**src/rtl/gravity_tick_gen.sv**
```systemverilog
// Gravity tick generator: emits one-cycle pulses at a level-dependent period,
// with soft-drop speed-up, pause, and period restart.
module gravity_tick_gen #(
  parameter int CNT_W       = 32,
  parameter int BASE_PERIOD = 40000000,
  parameter int STEP        = 2500000,
  parameter int MIN_PERIOD  = 5000000,
  parameter int FAST_PERIOD = 2500000,
  parameter int LVL_W       = 4
) (
  input  logic             clk,
  input  logic             rst,
  input  logic             en,
  input  logic [LVL_W-1:0] level,
  input  logic             fast,
  input  logic             sync_clr,
  output logic             tick,
  output logic [CNT_W-1:0] period_out,
  output logic [15:0]      tick_cnt
);

  // Wide enough that level*STEP and BASE-level*STEP can never wrap.
  localparam int W = ((CNT_W > 32) ? CNT_W : 32) + LVL_W + 1;

  localparam logic [W-1:0] BASE_W = W'(BASE_PERIOD);
  localparam logic [W-1:0] STEP_W = W'(STEP);
  localparam logic [W-1:0] MIN_W  = W'(MIN_PERIOD);
  localparam logic [W-1:0] FAST_W = W'(FAST_PERIOD);
  localparam logic [W-1:0] DIFF_W = W'(BASE_PERIOD - MIN_PERIOD);

  if (MIN_PERIOD < 2) begin : g_chk_min
    $error("gravity_tick_gen: MIN_PERIOD must be >= 2");
  end
  if (FAST_PERIOD < 2) begin : g_chk_fast
    $error("gravity_tick_gen: FAST_PERIOD must be >= 2");
  end
  if (BASE_PERIOD < MIN_PERIOD) begin : g_chk_base_min
    $error("gravity_tick_gen: BASE_PERIOD must be >= MIN_PERIOD");
  end
  if (CNT_W < 62 && longint'(BASE_PERIOD) >= (longint'(1) << CNT_W)) begin : g_chk_base_w
    $error("gravity_tick_gen: BASE_PERIOD must fit in CNT_W bits");
  end

  logic [W-1:0]     prod_w;
  logic [W-1:0]     lp_w;
  logic [W-1:0]     ep_w;
  logic [CNT_W-1:0] ep;

  always_comb begin
    prod_w = W'(level) * STEP_W;
    lp_w   = (prod_w >= DIFF_W) ? MIN_W : (BASE_W - prod_w);
    ep_w   = (fast && (FAST_W < lp_w)) ? FAST_W : lp_w;
  end

  assign ep = CNT_W'(ep_w);

  logic [CNT_W-1:0] cnt_q, cnt_d;
  logic [CNT_W-1:0] ap_q, ap_d;
  logic             tick_q, tick_d;
  logic [15:0]      tick_cnt_q, tick_cnt_d;
  logic             fast_q, fast_d;
  logic [CNT_W-1:0] ap_cur;

  // fast history is frozen while paused so a press during a pause is
  // still seen as a rising edge when counting resumes.
  always_comb begin
    cnt_d      = cnt_q;
    ap_d       = ap_q;
    tick_d     = 1'b0;
    tick_cnt_d = tick_cnt_q;
    fast_d     = fast_q;
    ap_cur     = ap_q;
    if (sync_clr) begin
      cnt_d  = '0;
      ap_d   = ep;
      fast_d = fast;
    end else if (en) begin
      fast_d = fast;
      if (fast && !fast_q) begin
        ap_cur = ep;
      end
      if (cnt_q >= ap_cur - 1'b1) begin
        cnt_d      = '0;
        tick_d     = 1'b1;
        tick_cnt_d = tick_cnt_q + 16'd1;
        ap_d       = ep;
      end else begin
        cnt_d = cnt_q + 1'b1;
        ap_d  = ap_cur;
      end
    end
  end

  always_ff @(posedge clk) begin
    if (rst) begin
      cnt_q      <= '0;
      ap_q       <= ep;
      tick_q     <= 1'b0;
      tick_cnt_q <= '0;
      fast_q     <= 1'b0;
    end else begin
      cnt_q      <= cnt_d;
      ap_q       <= ap_d;
      tick_q     <= tick_d;
      tick_cnt_q <= tick_cnt_d;
      fast_q     <= fast_d;
    end
  end

  assign tick       = tick_q;
  assign period_out = ap_q;
  assign tick_cnt   = tick_cnt_q;

endmodule

```
**config.mk**
```make
export PLATFORM = sky130hd
export DESIGN_NAME = gravity_tick_gen
export DESIGN_NICKNAME = d
export VERILOG_FILES = /design/src/rtl/gravity_tick_gen.sv
export SDC_FILE = /design/constraint.sdc
export NUM_CORES = 1
export LEC_CHECK = 0
export BUFFER_PORTS_ARGS = -buffer_cell sky130_fd_sc_hd__buf_4
export CAP_MARGIN = 5
export CORE_ASPECT_RATIO = 1.2
export CORE_MARGIN = 10
export CORE_UTILIZATION = 50
export DETAILED_ROUTE_END_ITERATION = 10
export GPL_TIMING_DRIVEN = 0
export PLACE_DENSITY = 0.69
export SKIP_LAST_GASP = 1
export SLEW_MARGIN = 25
export SYNTH_ARGS = -nofsm -noshare
export SYNTH_HDL_FRONTEND = slang
export SYNTH_SLANG_ARGS = --single-unit
export TNS_END_PERCENT = 100
```
**constraint.sdc**
```tcl
create_clock -name clk -period 12.05 [get_ports clk]
set_clock_uncertainty 0.15 [all_clocks]
set_input_delay 1.8075 -clock clk [delete_from_list [all_inputs] [get_ports clk]]
set_output_delay 1.8075 -clock clk [all_outputs]
set_load 0.02 [all_outputs]
```
# Word level (Yosys, flattened, before mapping)

Index checks and enable logic that the tools add are counted.

Bits in registers: 82
Input port bits: 9
Output and inout bits: 49
Logic and storage cells: 36

Add/subtract/negate cells: 4
$mul: 1
$lt $le $gt $ge: 3
Muxes and demuxes: 13
Bitwise logic cells: 2
Reductions and logical operators: 8

Operator list:

| operator                                                    | number |
|---|---|
| two-way mux 32 bit                                          | 9 |
| less-than comparator 22 x 37 -> 1 bit, first input constant | 1 |
| two-way mux 37 bit                                          | 1 |
| adder 32 x 1 -> 32 bit, second input constant               | 1 |
| greater-or-equal comparator 32 bit                          | 1 |
| subtractor 32 x 1 -> 32 bit, second input constant          | 1 |
| subtractor 26 x 26 -> 27 bit, first input constant          | 1 |
| greater-or-equal comparator 26 bit, second input constant   | 1 |
| multiplier 4 x 17 -> 21 bit, second input constant          | 1 |
| adder 16 x 1 -> 16 bit, second input constant               | 1 |
| two-way mux 1 bit                                           | 3 |
| AND reduction 3 bit                                         | 1 |
| nonzero test 3 bit                                          | 1 |
| OR reduction 3 bit                                          | 1 |
| logical AND 1 bit                                           | 2 |
| inverter 1 bit                                              | 2 |
| nonzero test 2 bit                                          | 1 |
| OR reduction 2 bit                                          | 1 |
| zero test 1 bit                                             | 1 |

# Longest topological paths before layout

Word-level depth: 15
Depth in mapped cells: 35
Mapped depth without buffers: 30

# Least setup slack after synthesis

Ideal clock, no wire load.

Path type: input to register
Start: input port level[2]
End: register ap_q[12] (netlist: period_out[12]), data pin
Setup time: 256 ps
Arrival: 8975 ps
Required time: 11644 ps
Slack: 2669 ps
Stages on the path: 32
Buffers on the path: 2
Cells stage by stage: buf_2 -> clkinv_1 -> ha_1 -> fa_1 -> inv_1 -> ha_1 -> a211oi_1 -> or2_0 -> a2111oi_0 -> a211o_1 -> nor4_1 -> a32oi_2 -> nand4_2 -> or4_1 -> o21a_1 -> o21bai_2 -> nor4b_1 -> mux2_1 -> ha_1 -> a21o_1 -> a21o_1 -> a21o_1 -> a21o_1 -> a21o_1 -> a21o_1 -> a21oi_1 -> o21ai_0 -> nand2b_1 -> clkbuf_1 -> nand3_1 -> o21ai_0 -> a22o_1

Longest elaborated chain between the ends: 15
Elaborated cells between the ends (all ways): 16
Those cells by class: add/sub (2); mul (1); order compare (3); mux (9); reduce/logical (1)

RTL lines:

| element                                                                                   | line | text |
|---|---|---|
| start: declaration                                                                        | 14   | `input logic [LVL_W-1:0] level,` |
| multiplier 4 x 17 -> 21 bit (*)                                                           | 50   | `prod_w = W'(level) * STEP_W;` |
| subtractor 26 x 26 -> 27 bit / greater-or-equal comparator 26 bit (equally long branches) | 51   | `lp_w = (prod_w >= DIFF_W) ? MIN_W : (BASE_W - prod_w);` |
| two-way mux 37 bit (*)                                                                    | 51   |  |
| less-than comparator 22 x 37 -> 1 bit                                                     | 52   | `ep_w = (fast && (FAST_W < lp_w)) ? FAST_W : lp_w;` |
| logical AND 1 bit                                                                         | 52   |  |
| two-way mux 32 bit (*)                                                                    | 52   |  |
| two-way mux 32 bit                                                                        | 79   | `if (fast && !fast_q) begin` |
| two-way mux 32 bit                                                                        | 77   | `end else if (en) begin` |
| two-way mux 32 bit                                                                        | 73   | `if (sync_clr) begin` |
| subtractor 32 x 1 -> 32 bit                                                               | 82   | `if (cnt_q >= ap_cur - 1'b1) begin` |
| greater-or-equal comparator 32 bit                                                        | 82   |  |
| two-way mux 32 bit                                                                        | 82   |  |
| two-way mux 32 bit                                                                        | 77   |  |
| two-way mux 32 bit                                                                        | 73   |  |
| two-way mux 32 bit (*)                                                                    | 95   | `if (rst) begin` |
| end signal: assignment                                                                    | 97   | `ap_q <= ep;` |
| end signal: assignment                                                                    | 103  | `ap_q <= ap_d;` |
| end: declaration                                                                          | 58   | `logic [CNT_W-1:0] ap_q, ap_d;` |

Every way passes the cells marked *; elsewhere a longest branch is shown, timed or not. The select of a mux whose other input is x is not followed.
A chain may end at the register's enable or synchronous reset.

# Worst setup path in the final report

Start: input port level[2]
End: register ap_q[15] (netlist: period_out[15]), data pin

The elaborated chain is that of the path after synthesis.

==> reports/results.ini <==
[final_layout]
final_common_cell=nor2_1
num_antenna_cells=0
layoutNonFillerInstCount=1067
drive_above_1_share_pct=13.2
fin_nets=963
areaGrowthSynthToFinish_pct=13.6
layout_common_cells=nor2_1, nand2_1, ha_1

[global_routing]
overflow=0
grt.total_usage_pct=19.3
grt_pass1_wl_mm=30.3
grt_max_degree=33
antenna_found_initial=0
grt_pass1_vias=6028

[sta]
setup_ws_ns=1.20
hold_viol=0
finalCritPeriodShare_pct=90.0
relSlewSlack_pct=46.6
drv_slew=0
finalWorstPathRequiredPeriod_ns=10.85
setup_viol=0
holdWs_ns=0.363
fmax_ghz=0.0922
fin_tns_setup_ns=0
rsz0062_at_grt=false
tightest_slew_ns=0.791

[floorplanning]
start_util_pct=50.9
io_pins=58
core_um2=13800
dieArea_um2=19200
dieHeight_um=150
rows=47
die_w_um=128

[setup_path]
reg2regPathDepth=24
cp.arrival_ns=10.91
crit_slowest_cell=a2111oi_0
cp-end-kind=flop
worstSetupStartpointType=primary input
required_ns=12.12
cp_slowest_stage_delay_ns=0.63
critPathMaxFanout=10
path_class=in -> reg
crit_top_cell=ha_1

[cts]
htreeDepth=3
clock_latency_ns=0.35
hold_buffers=0
clock_path_buffers=2
numCtsBuffers=9
ctsResizeCount=0
cts_sinks=82
cts_tree=yes
clockRootBuffer=clkbuf_16
postCtsSetupBuffers=0
clk_pin_slew_ns=0.06

[logic_synthesis]
synth_fp_nets=897
ys_seq_area_share_pct=28.0
avgSynthCellArea_um2=8.49
synth_cell_types=78
postSynthCellCount=825
synth-edff-count=32
synth.yosys.warnings=0
synth_seq_cells=82
synth_flop_cell=dfxtp_1
ys_async_sr_fraction_pct=0
syn_area_um2=7010

[power]
p_leak_uw=0.00321
ir_drop_mv=0.104
p_total_uw=964
p_per_area_nw_per_um2=121

[drt]
drc_errors=0
wirelength_mm=18.5
ant_nets=0
viasPerCell=5.74
drt_iter0_drc=245
drt_first_pass_iters=5
num_vias=6125
wl_per_cell_um=17.3

[placed_design]
gp_congestion=0.931
io_buffers=55
place_worst_setup_slack_ns=1.07
place_hpwl_mm=14.6
placed_cells=1051

[hold_path]
min_path_type=reg -> reg
whs_path_depth=2

[outcome]
outcome=completed

[flow_run]
cap_violations=0

==> flip-flops by register name, indices dropped and copies added, names as in the netlist <==
name	flops
period_out	32
cnt_q	32
fast_q	1
tick_cnt	16
tick	1
==> stage by stage <==
stage	utilization (%)	area, µm²
floorplan	-	7010
global placement	55.5	7630
detailed placement	55.5	7630
CTS	57.9	7960
global route	57.9	7960
finish	57.9	7960
==> path summary, 6_finish.rpt <==
kind                               to  slack (ns)                start
min reg2reg       fast_q$_SDFFE_PP0P_        0.36  fast_q$_SDFFE_PP0P_
min               fast_q$_SDFFE_PP0P_        0.36  fast_q$_SDFFE_PP0P_
max reg2reg  period_out[15]$_DFFE_PP_        5.10  fast_q$_SDFFE_PP0P_
max          period_out[15]$_DFFE_PP_        1.20             level[2]
==> worst max-delay path, delay by kind of cell <==
family | cells | cell delay (ns)
AND/OR/NAND/NOR | 11 | 3.27
AO/OA/AOI/OAI | 9 | 2.49
adder cells (fa/ha/maj) | 4 | 1.61
buffers and inverters | 6 | 1.34
multiplexers | 1 | 0.35
==> layer usage <==
| metal | track usage, % | routed length (µm) | up-vias |
|---|---|---|---|
| met2 | 33.6 | 9170 | 147 |
| met4 | 7.50 | 549 | 0 |
| met3 | 3.68 | 811 | 35 |
| li1 | - | - | 3126 |
| met1 | 22.7 | 7940 | 2817 |
| met5 | 0 | 0 | - |
==> layout make-up <==
cell class	instances	area (µm²)
Multi-Input combinational cell	690	4820
Sequential cell	82	1960
Inverter	23	86.3
Clock buffer	10	250
Timing Repair Buffer	55	413
Clock inverter	6	76.3
Fill cell	1323	5800
Buffer	30	139
Tap cell	171	214
==> cell usage after synthesis, drive strengths merged, types with 15 or more instances <==
cell type	number	area, µm²
nor3	27	140
ha	61	763
dfxtp	50	1000
nand2	67	251
inv	22	82.6
o21ai	36	180
a21oi	32	160
nor2	108	405
nor4	15	171
xor2	46	410
edfxtp	32	961
nand4	15	106
a21o	20	150
nand3	30	150
xnor2	45	394
and3	28	175
clkbuf	21	78.8
==> logic make-up after synthesis <==
group	Yosys count	share of synthesized area, %
adders and majority gates	63	11.5
muxes	13	1.96
buffers and inverters	53	3.21
and+or+nand+nor	356	26.7
xor gates and xnor gates	91	11.5
DFF	82	28.0
AOI/OAI and AO/OA	167	17.2
==> report_power, final <==
part | switching [µW] | leakage (µW) | internal [µW]
logic | 207 | 0.00230 | 129
registers | 17.7 | 0.000750 | 308
clock network | 125 | 0.000162 | 178
total | 350 | 0.00321 | 615
(Power assumes the default switching activity.)
